`src/rtl/board_io_pkg.sv`:
```
// Shared constants for the board I/O bridge: LED mode encodings and
// STATUS-mode bit positions.
package board_io_pkg;

    localparam logic [1:0] MODE_DIRECT = 2'd0;
    localparam logic [1:0] MODE_STATUS = 2'd1;
    localparam logic [1:0] MODE_DEBUG  = 2'd2;
    localparam logic [1:0] MODE_WALK   = 2'd3;

    // Bit positions inside the STATUS LED word; core LEDs fill upward from ST_LED.
    localparam int ST_HB  = 0;
    localparam int ST_RX  = 1;
    localparam int ST_TX  = 2;
    localparam int ST_RES = 3;
    localparam int ST_LED = 4;

endpackage

```
`src/rtl/io_stretch.sv`:
```
// Activity stretcher: a falling edge on sig reloads a down-counter with
// all-ones; active stays high while the counter is nonzero.
module io_stretch
    import board_io_pkg::*;
#(
    parameter int STRETCH_W = 20
) (
    input  logic clk,
    input  logic rst_n,
    input  logic sig,
    output logic active
);

    logic                 prev;
    logic [STRETCH_W-1:0] cnt;
    logic                 fall;

    assign fall = prev & ~sig;

    // Edge history plus reload/decrement counter; a trigger beats the decrement.
    always_ff @(posedge clk or negedge rst_n) begin
        if (!rst_n) begin
            prev <= 1'b0;
            cnt  <= '0;
        end else begin
            prev <= sig;
            if (fall) begin
                cnt <= '1;
            end else if (cnt != '0) begin
                cnt <= cnt - STRETCH_W'(1);
            end
        end
    end

    assign active = (cnt != '0);

endmodule

```
`src/rtl/board_io_bridge.sv`:
```
// Board-side adapter between FPGA pins and the core: reset sequencing,
// UART pin conditioning, activity stretchers, heartbeat and LED mode mux.
module board_io_bridge
    import board_io_pkg::*;
#(
    parameter int LEDS        = 8,
    parameter int CORE_LEDS   = 4,
    parameter int DEBUG_W     = 4,
    parameter int SYNC_STAGES = 2,
    parameter int STRETCH_W   = 20,
    parameter int HB_W        = 24,
    parameter int POR_CYCLES  = 16
) (
    input  logic                 XCLK,
    input  logic                 XRES,
    input  logic                 RX_PIN,
    output logic                 TX_PIN,
    output logic [LEDS-1:0]      LED_PIN,
    input  logic [1:0]           MODE,
    output logic                 CORE_RXD,
    input  logic                 CORE_TXD,
    input  logic [CORE_LEDS-1:0] CORE_LED,
    input  logic [DEBUG_W-1:0]   CORE_DEBUG,
    output logic                 CORE_RES
);

    localparam int POR_W = $clog2(POR_CYCLES + 1);
    // Scratch width large enough to hold any LED source before truncation.
    localparam int WIDE  = LEDS + CORE_LEDS + DEBUG_W + 4;

    logic [1:0]             rst_sync;
    logic [POR_W-1:0]       por_cnt;
    logic                   core_res;
    logic [SYNC_STAGES-1:0] rx_sync;
    logic                   tx_q;
    logic [1:0]             mode_s1;
    logic [1:0]             mode_s2;
    logic [HB_W-1:0]        hb_cnt;
    logic [LEDS-1:0]        walk;
    logic [LEDS-1:0]        led_q;
    logic [LEDS-1:0]        led_next;
    logic                   rx_act;
    logic                   tx_act;
    logic                   heartbeat;
    logic [WIDE-1:0]        direct_w;
    logic [WIDE-1:0]        status_w;
    logic [WIDE-1:0]        debug_w;
    logic                   unused_wide;

    // Release synchroniser then POR down-counter; core reset drops once and stays low.
    always_ff @(posedge XCLK or negedge XRES) begin
        if (!XRES) begin
            rst_sync <= 2'b00;
            por_cnt  <= POR_W'(POR_CYCLES);
            core_res <= 1'b1;
        end else begin
            rst_sync <= {rst_sync[0], 1'b1};
            if (rst_sync[1]) begin
                if (por_cnt != '0) begin
                    por_cnt <= por_cnt - POR_W'(1);
                end
                if (por_cnt <= POR_W'(1)) begin
                    core_res <= 1'b0;
                end
            end
        end
    end

    // RX synchroniser chain, TX output register and MODE synchroniser.
    always_ff @(posedge XCLK or negedge XRES) begin
        if (!XRES) begin
            rx_sync <= '1;
            tx_q    <= 1'b1;
            mode_s1 <= 2'b00;
            mode_s2 <= 2'b00;
        end else begin
            rx_sync <= {rx_sync[SYNC_STAGES-2:0], RX_PIN};
            tx_q    <= CORE_TXD;
            mode_s1 <= MODE;
            mode_s2 <= mode_s1;
        end
    end

    // Free-running heartbeat; the walking LED steps left on every counter wrap.
    always_ff @(posedge XCLK or negedge XRES) begin
        if (!XRES) begin
            hb_cnt <= '0;
            walk   <= LEDS'(1);
        end else begin
            hb_cnt <= hb_cnt + HB_W'(1);
            if (hb_cnt == '1) begin
                walk <= (walk << 1) | (walk >> (LEDS - 1));
            end
        end
    end

    assign heartbeat = hb_cnt[HB_W-1];

    io_stretch #(.STRETCH_W(STRETCH_W)) u_rx_stretch (
        .clk    (XCLK),
        .rst_n  (XRES),
        .sig    (rx_sync[SYNC_STAGES-1]),
        .active (rx_act)
    );

    io_stretch #(.STRETCH_W(STRETCH_W)) u_tx_stretch (
        .clk    (XCLK),
        .rst_n  (XRES),
        .sig    (tx_q),
        .active (tx_act)
    );

    // Build each LED source zero-extended, then select and truncate to LEDS.
    always_comb begin
        direct_w = '0;
        direct_w[DEBUG_W+CORE_LEDS-1:0] = {CORE_DEBUG, CORE_LED};
        status_w = '0;
        status_w[ST_HB]  = heartbeat;
        status_w[ST_RX]  = rx_act;
        status_w[ST_TX]  = tx_act;
        status_w[ST_RES] = core_res;
        status_w[ST_LED +: CORE_LEDS] = CORE_LED;
        debug_w = '0;
        debug_w[DEBUG_W-1:0] = CORE_DEBUG;
        case (mode_s2)
            MODE_DIRECT: led_next = direct_w[LEDS-1:0];
            MODE_STATUS: led_next = status_w[LEDS-1:0];
            MODE_DEBUG:  led_next = debug_w[LEDS-1:0];
            MODE_WALK:   led_next = walk;
            default:     led_next = '0;
        endcase
    end

    // Bits above LEDS are intentionally dropped by the truncation.
    assign unused_wide = ^{direct_w[WIDE-1:LEDS], status_w[WIDE-1:LEDS], debug_w[WIDE-1:LEDS]};

    // Registered LED output.
    always_ff @(posedge XCLK or negedge XRES) begin
        if (!XRES) begin
            led_q <= '0;
        end else begin
            led_q <= led_next;
        end
    end

    assign TX_PIN   = tx_q;
    assign CORE_RXD = rx_sync[SYNC_STAGES-1];
    assign CORE_RES = core_res;
    assign LED_PIN  = led_q;

endmodule

```
`config.mk`:
```
export PLATFORM = sky130hd
export DESIGN_NAME = board_io_bridge
export DESIGN_NICKNAME = d
export VERILOG_FILES = /design/src/rtl/board_io_pkg.sv /design/src/rtl/io_stretch.sv /design/src/rtl/board_io_bridge.sv
export SDC_FILE = /design/constraint.sdc
export NUM_CORES = 1
export LEC_CHECK = 0
export ABC_AREA = 1
export CORE_ASPECT_RATIO = 1.2
export CORE_MARGIN = 1.5
export CORE_UTILIZATION = 45
export CTS_CLUSTER_SIZE = 24
export DETAILED_ROUTE_END_ITERATION = 16
export GPL_TIMING_DRIVEN = 1
export PLACE_DENSITY = 0.69
export REMOVE_ABC_BUFFERS = 1
export SLEW_MARGIN = 15
export SYNTH_ARGS = -nofsm -noshare
export SYNTH_HDL_FRONTEND = slang
export SYNTH_SLANG_ARGS = --single-unit
```
`constraint.sdc`:
```
create_clock -name XCLK -period 3.7 [get_ports XCLK]
set_clock_uncertainty 0.15 [all_clocks]
set_input_delay 0.74 -clock XCLK [delete_from_list [all_inputs] [get_ports XCLK]]
set_output_delay 0.74 -clock XCLK [all_outputs]
set_load 0.02 [all_outputs]
```
-- Word level (Yosys, flattened, before mapping)
Cells that the tools add are included.
- register bits: 97
- input port bits: 14
- output and inout port bits: 11
- logic and storage cells: 41
- add/subtract/negate cells: 4
- magnitude comparators: 1
- equal/unequal tests: 4
- multiplexer cells: 5
- bitwise logic cells: 5
- reduce and logical (&&, ||, !) cells: 8
- operator list (kind ; count):
    20-bit 2-to-1 mux ; 4
    20-bit nonzero test ; 2
    20-bit by 1-bit subtractor with 20-bit output, second input constant ; 2
    8-bit one-hot mux with 4 select lines ; 1
    24-bit by 1-bit adder with 24-bit output, second input constant ; 1
    24-bit == test, second input constant ; 1
    8-bit by 1-bit OR with 8-bit output ; 1
    5-bit by 1-bit <= comparator with 1-bit output, second input constant ; 1
    5-bit nonzero test ; 1
    5-bit by 1-bit subtractor with 5-bit output, second input constant ; 1
    2-bit == test, second input constant ; 2
    2-bit AND reduction ; 2
    2-bit nonzero test ; 2
    1-bit AND ; 2
    2-bit by 1-bit == test with 1-bit output, second input constant ; 1
    2-bit zero test ; 1
    1-bit NOT ; 2

-- Depth between registers and ports, before layout
- depth in word-level cells: 3
- depth in mapped cells: 9
- gate-level depth less buffers: 9

-- By module
From an unflattened synthesis, not the netlist that was laid out.
- cells, all modules: 665
- area total of the unflattened synthesis: 5308.8 µm²
- by module, submodules not included (module ; instances ; cells an instance ; area each (µm²) ; sequential area each (µm²)):
    io_stretch ; 2 ; 195 ; 1422.6 ; 525.5
    board_io_bridge ; 1 ; 275 ; 2463.6 ; 1383.8

-- Worst setup path before layout
OpenSTA, ideal clock, no wires.
- kind: reg2reg
- start: reg hb_cnt[0]
- end: reg walk[1]
- library setup time: 117 ps
- arrival time: 1315 ps
- data required time: 3433 ps
- slack: 2118 ps
- stages on the path, launching flop included: 9
- path buffers: 0
- clock period less this slack: 1582 ps
- cells stage by stage: dfrtp_1 ha_1 nand3_2 inv_2 nand2_4 nor3_4 nand2_4 nand2_1 nand2_1
- word-level cells in the longest chain between the ends: 1
- ends and longest elaborated chain (item ; line ; text):
    start, declared ; board_io_bridge.sv:38 ; logic [HB_W-1:0] hb_cnt;
    start signal, assigned ; board_io_bridge.sv:90 ; hb_cnt <= hb_cnt + HB_W'(1);
    24-bit == test ; board_io_bridge.sv:91 ; if (hb_cnt == '1) begin
    end signal, assigned ; board_io_bridge.sv:92 ; walk <= (walk << 1) | (walk >> (LEDS - 1));
    end, declared ; board_io_bridge.sv:39 ; logic [LEDS-1:0] walk;
Every way passes these cells.
A chain may end at the register's enable or synchronous reset.

-- Worst setup path after layout
- start: reg core_res, in the netlist CORE_RES
- end: out CORE_RES
- RTL lines (item ; line ; text):
    start, declared ; board_io_bridge.sv:33 ; logic core_res;
    start signal, assigned ; board_io_bridge.sv:55 ; core_res <= 1'b1;
    start signal, assigned ; board_io_bridge.sv:63 ; core_res <= 1'b0;
    end, declared ; board_io_bridge.sv:24 ; output logic CORE_RES
No word-level cell between the ends.

==> metrics.yaml <==
run_status:
  outcome: "finished clean"
run:
  cap_violations: 0
final_layout:
  utilization_pct: 52.4
  antenna_cells: 0
  nNetsFinal: 716
  nFillCells: 1050
  syn2layout_area_growth_pct: 13.9
  drive_above_1_share_pct: 6.71
  multiInputGateArea_mm2: 0.00230
  regArea_mm2: 0.00243
routing:
  wl_um: 10600
  vias: 4269
  first_iter_violations: 233
  first_pass_iters: 4
  drc_errors: 0
  ant_nets: 0
  routed_via_density: 5.13
  wl_per_cell_um: 12.8
yosys:
  synth_top_area_cell: "dfrtp_1"
  synth_top_family_by_area: "simple AND/OR/NAND/NOR gates"
  synth_xor_area_share_pct: 3.46
  yosys.area_share.simple_pct: 36.7
  yosys-mux-area-fraction_pct: 0
  yosys_most_used_dff: "dfrtp_1"
  synth_commonest_cells: "nand2_1 (193), nor2_1 (101), dfrtp_1 (91)"
  asyncSetResetFlopFracSynth_pct: 100
  synth_adder_area_share_pct: 1.73
  synth_edf_count: 0
  yosys_warnings: 0
  yosys.cell_types.count: 31
  ys_top_cells_by_area: "dfrtp_1 (45%), nand2_1 (14%), nor2_1 (7.5%)"
  seq_area_frac_synth_pct: 48.2
  synth-compound-area-share_pct: 3.64
  netlist_instances: 660
  synth_top_area_share_pct: 45.0
  avgSynthCellArea_um2: 7.66
  post-synth-top-count-cell: "nand2_1"
  syn_area_mm2: 0.00506
  synth-seq-cells: 97
worst_setup_path:
  critPathSlowestCell: "clkdlybuf4s50_1"
  crit_family: "buffers and inverters"
  cp-endpoint: "CORE_RES"
  arrival_ns: 1.50
  reg2reg_depth: 7
  rrSetupSlack_ns: 1.82
  critPathKind: "register to primary output"
  slowest_delay_ns: 0.61
  crit_start: "CORE_RES"
  r2r-start: "u_tx_stretch.cnt[0]"
  start_kind: "register"
  critPathMaxFanout: 3
  cp_num_buf_inv: 1
  worstPathCellList: "clkdlybuf4s50_1"
  reg2reg_to: "u_tx_stretch.cnt[1]"
  path_depth: 1
  endpoint_kind: "primary output"
  crit_required_ns: 2.81
sta:
  fmax_ghz: 0.419
  min_period_over_period_pct: 64.5
  setup-violations-final: 0
  relSlewSlack_pct: 57.8
  hold_viol_final: 0
  fin_crit_ns: 2.39
  tightest_slew_ns: 0.633
  grt_setup_unrepaired: "no"
  slew_viol_final: 0
  fin_worst_hold_slack_ns: 0.199
  setup_tns_ns: 0
  setup_slack_ns: 1.31
grt:
  grt_overflow: 0
  grt_pass1_vias: 4089
  grt_usage_pct: 19.1
  antenna_found_initial: 0
  grt_max_degree: 54
  grt_first_pass_wirelength_um: 18400
floorplan:
  die_area_mm2: 0.0119
  die_h_um: 119
  fp.dieW_um: 99.8
  fp-row-count: 42
  initial_core_util_pct: 46.0
  pin_count: 25
  core_area_mm2: 0.0110
power:
  p_sw_share_pct: 25.1
  p_per_area_mw_per_mm2: 386
  p_comb_share_pct: 8.7
  vdd_drop_max_uv: 294
  p_switching_mw: 0.558
  leakagePower_nw: 2.64
  pwr-share-seq_pct: 51.3
  power.internal_mw: 1.66
  clock_power_share_pct: 40.0
cts:
  clk_pin_slew_ns: 0.07
  cts_resized: 0
  clk_latency_ns: 0.34
  holdBufCountCts: 0
  clk_path_buf_depth: 2
  cts_tree: "built"
  clockRootBuffer: "clkbuf_16"
  cts_setup_buffers: 0
  cts_sinks: 97
  numCtsBuffers: 9
  htree_levels: 3
placed_design:
  dp_slack_ns: 1.66
  dp_hpwl_um: 8030
  io_buffers: 24
  place_congestion: 0.946
worst_hold_path:
  worstHoldPathType: "register to register"
  hp-start: "mode_s1[0]"
[cells by family after synthesis]
group	Yosys count
buf+inv	84
compound gates	35
other cells	1
fa+ha+maj	7
xor+xnor	20
simple gates	416
flops	97
[layout by cell type, fill, tap and decap left out, drive strengths merged, types with 7 or more instances in the layout]
master	Yosys	routed
clkbuf	2	11
nor2	108	108
clkdlybuf4s50	0	23
a21oi	17	17
inv	80	83
ha	7	7
dfrtp	91	91
nand2	199	199
nand3	60	60
nand3b	15	15
xor2	18	18
nor3	15	15
nand4	18	18
o21ai	15	15
[per-stage QoR]
step,cells,instance area [um2],power (mW)
global placement,816,5470,1.34
detailed placement,816,5470,1.35
finish,832,5760,2.22
CTS,832,5760,2.25
floorplan,657,5040,1.26
global route,832,5760,2.32
[sequential cells by signal, indices dropped and copies added, names as in the netlist]
| signal | flops |
|---|---|
| hb_cnt | 24 |
| u_rx_stretch.cnt | 20 |
| u_tx_stretch.cnt | 20 |
| LED_PIN | 8 |
| walk | 8 |
| por_cnt | 5 |
| mode_s1 | 2 |
| mode_s2 | 2 |
| rst_sync | 2 |
| rx_sync | 2 |
| CORE_RES | 1 |
| TX_PIN | 1 |
| u_rx_stretch.prev | 1 |
| u_tx_stretch.prev | 1 |
[power by group through the flow]
stage	Sequential, mW	Combinational, mW	Clock, mW
2_1_floorplan	1.16	0.104	0
3_3_place_gp	1.16	0.189	0
3_5_place_dp	1.16	0.196	0
4_1_cts	1.14	0.196	0.914
5_1_grt	1.14	0.220	0.959
6_report	1.14	0.193	0.889
[cell type report]
class	instances	share of cell area, %
flip-flops and latches	97	42.3
multi-input cells	479	40.0
inverters	81	5.28
repair buffers	27	4.52
clock buffers	11	4.22
well taps	132	2.87
clock inverters	5	0.804
[worst min-delay path by stage]
stage                     cells past startpoint  slack (ns)          to
after global placement                        0        0.18  mode_s2[0]
after CTS                                     0        0.20  mode_s2[0]
after global routing                          0        0.21  mode_s2[1]
final                                         0        0.20  mode_s2[0]
after floorplan                               0        0.18  mode_s2[0]
after detailed placement                      0        0.18  mode_s2[0]
[layer usage]
metal	GRT usage (%)	vias up	wire, um
li1	-	2154	-
met1	24.2	2005	4810
met2	32.3	95	5290
met3	4.17	15	358
met4	6.16	0	184
met5	0	-	0
(Power assumes the default switching activity.)
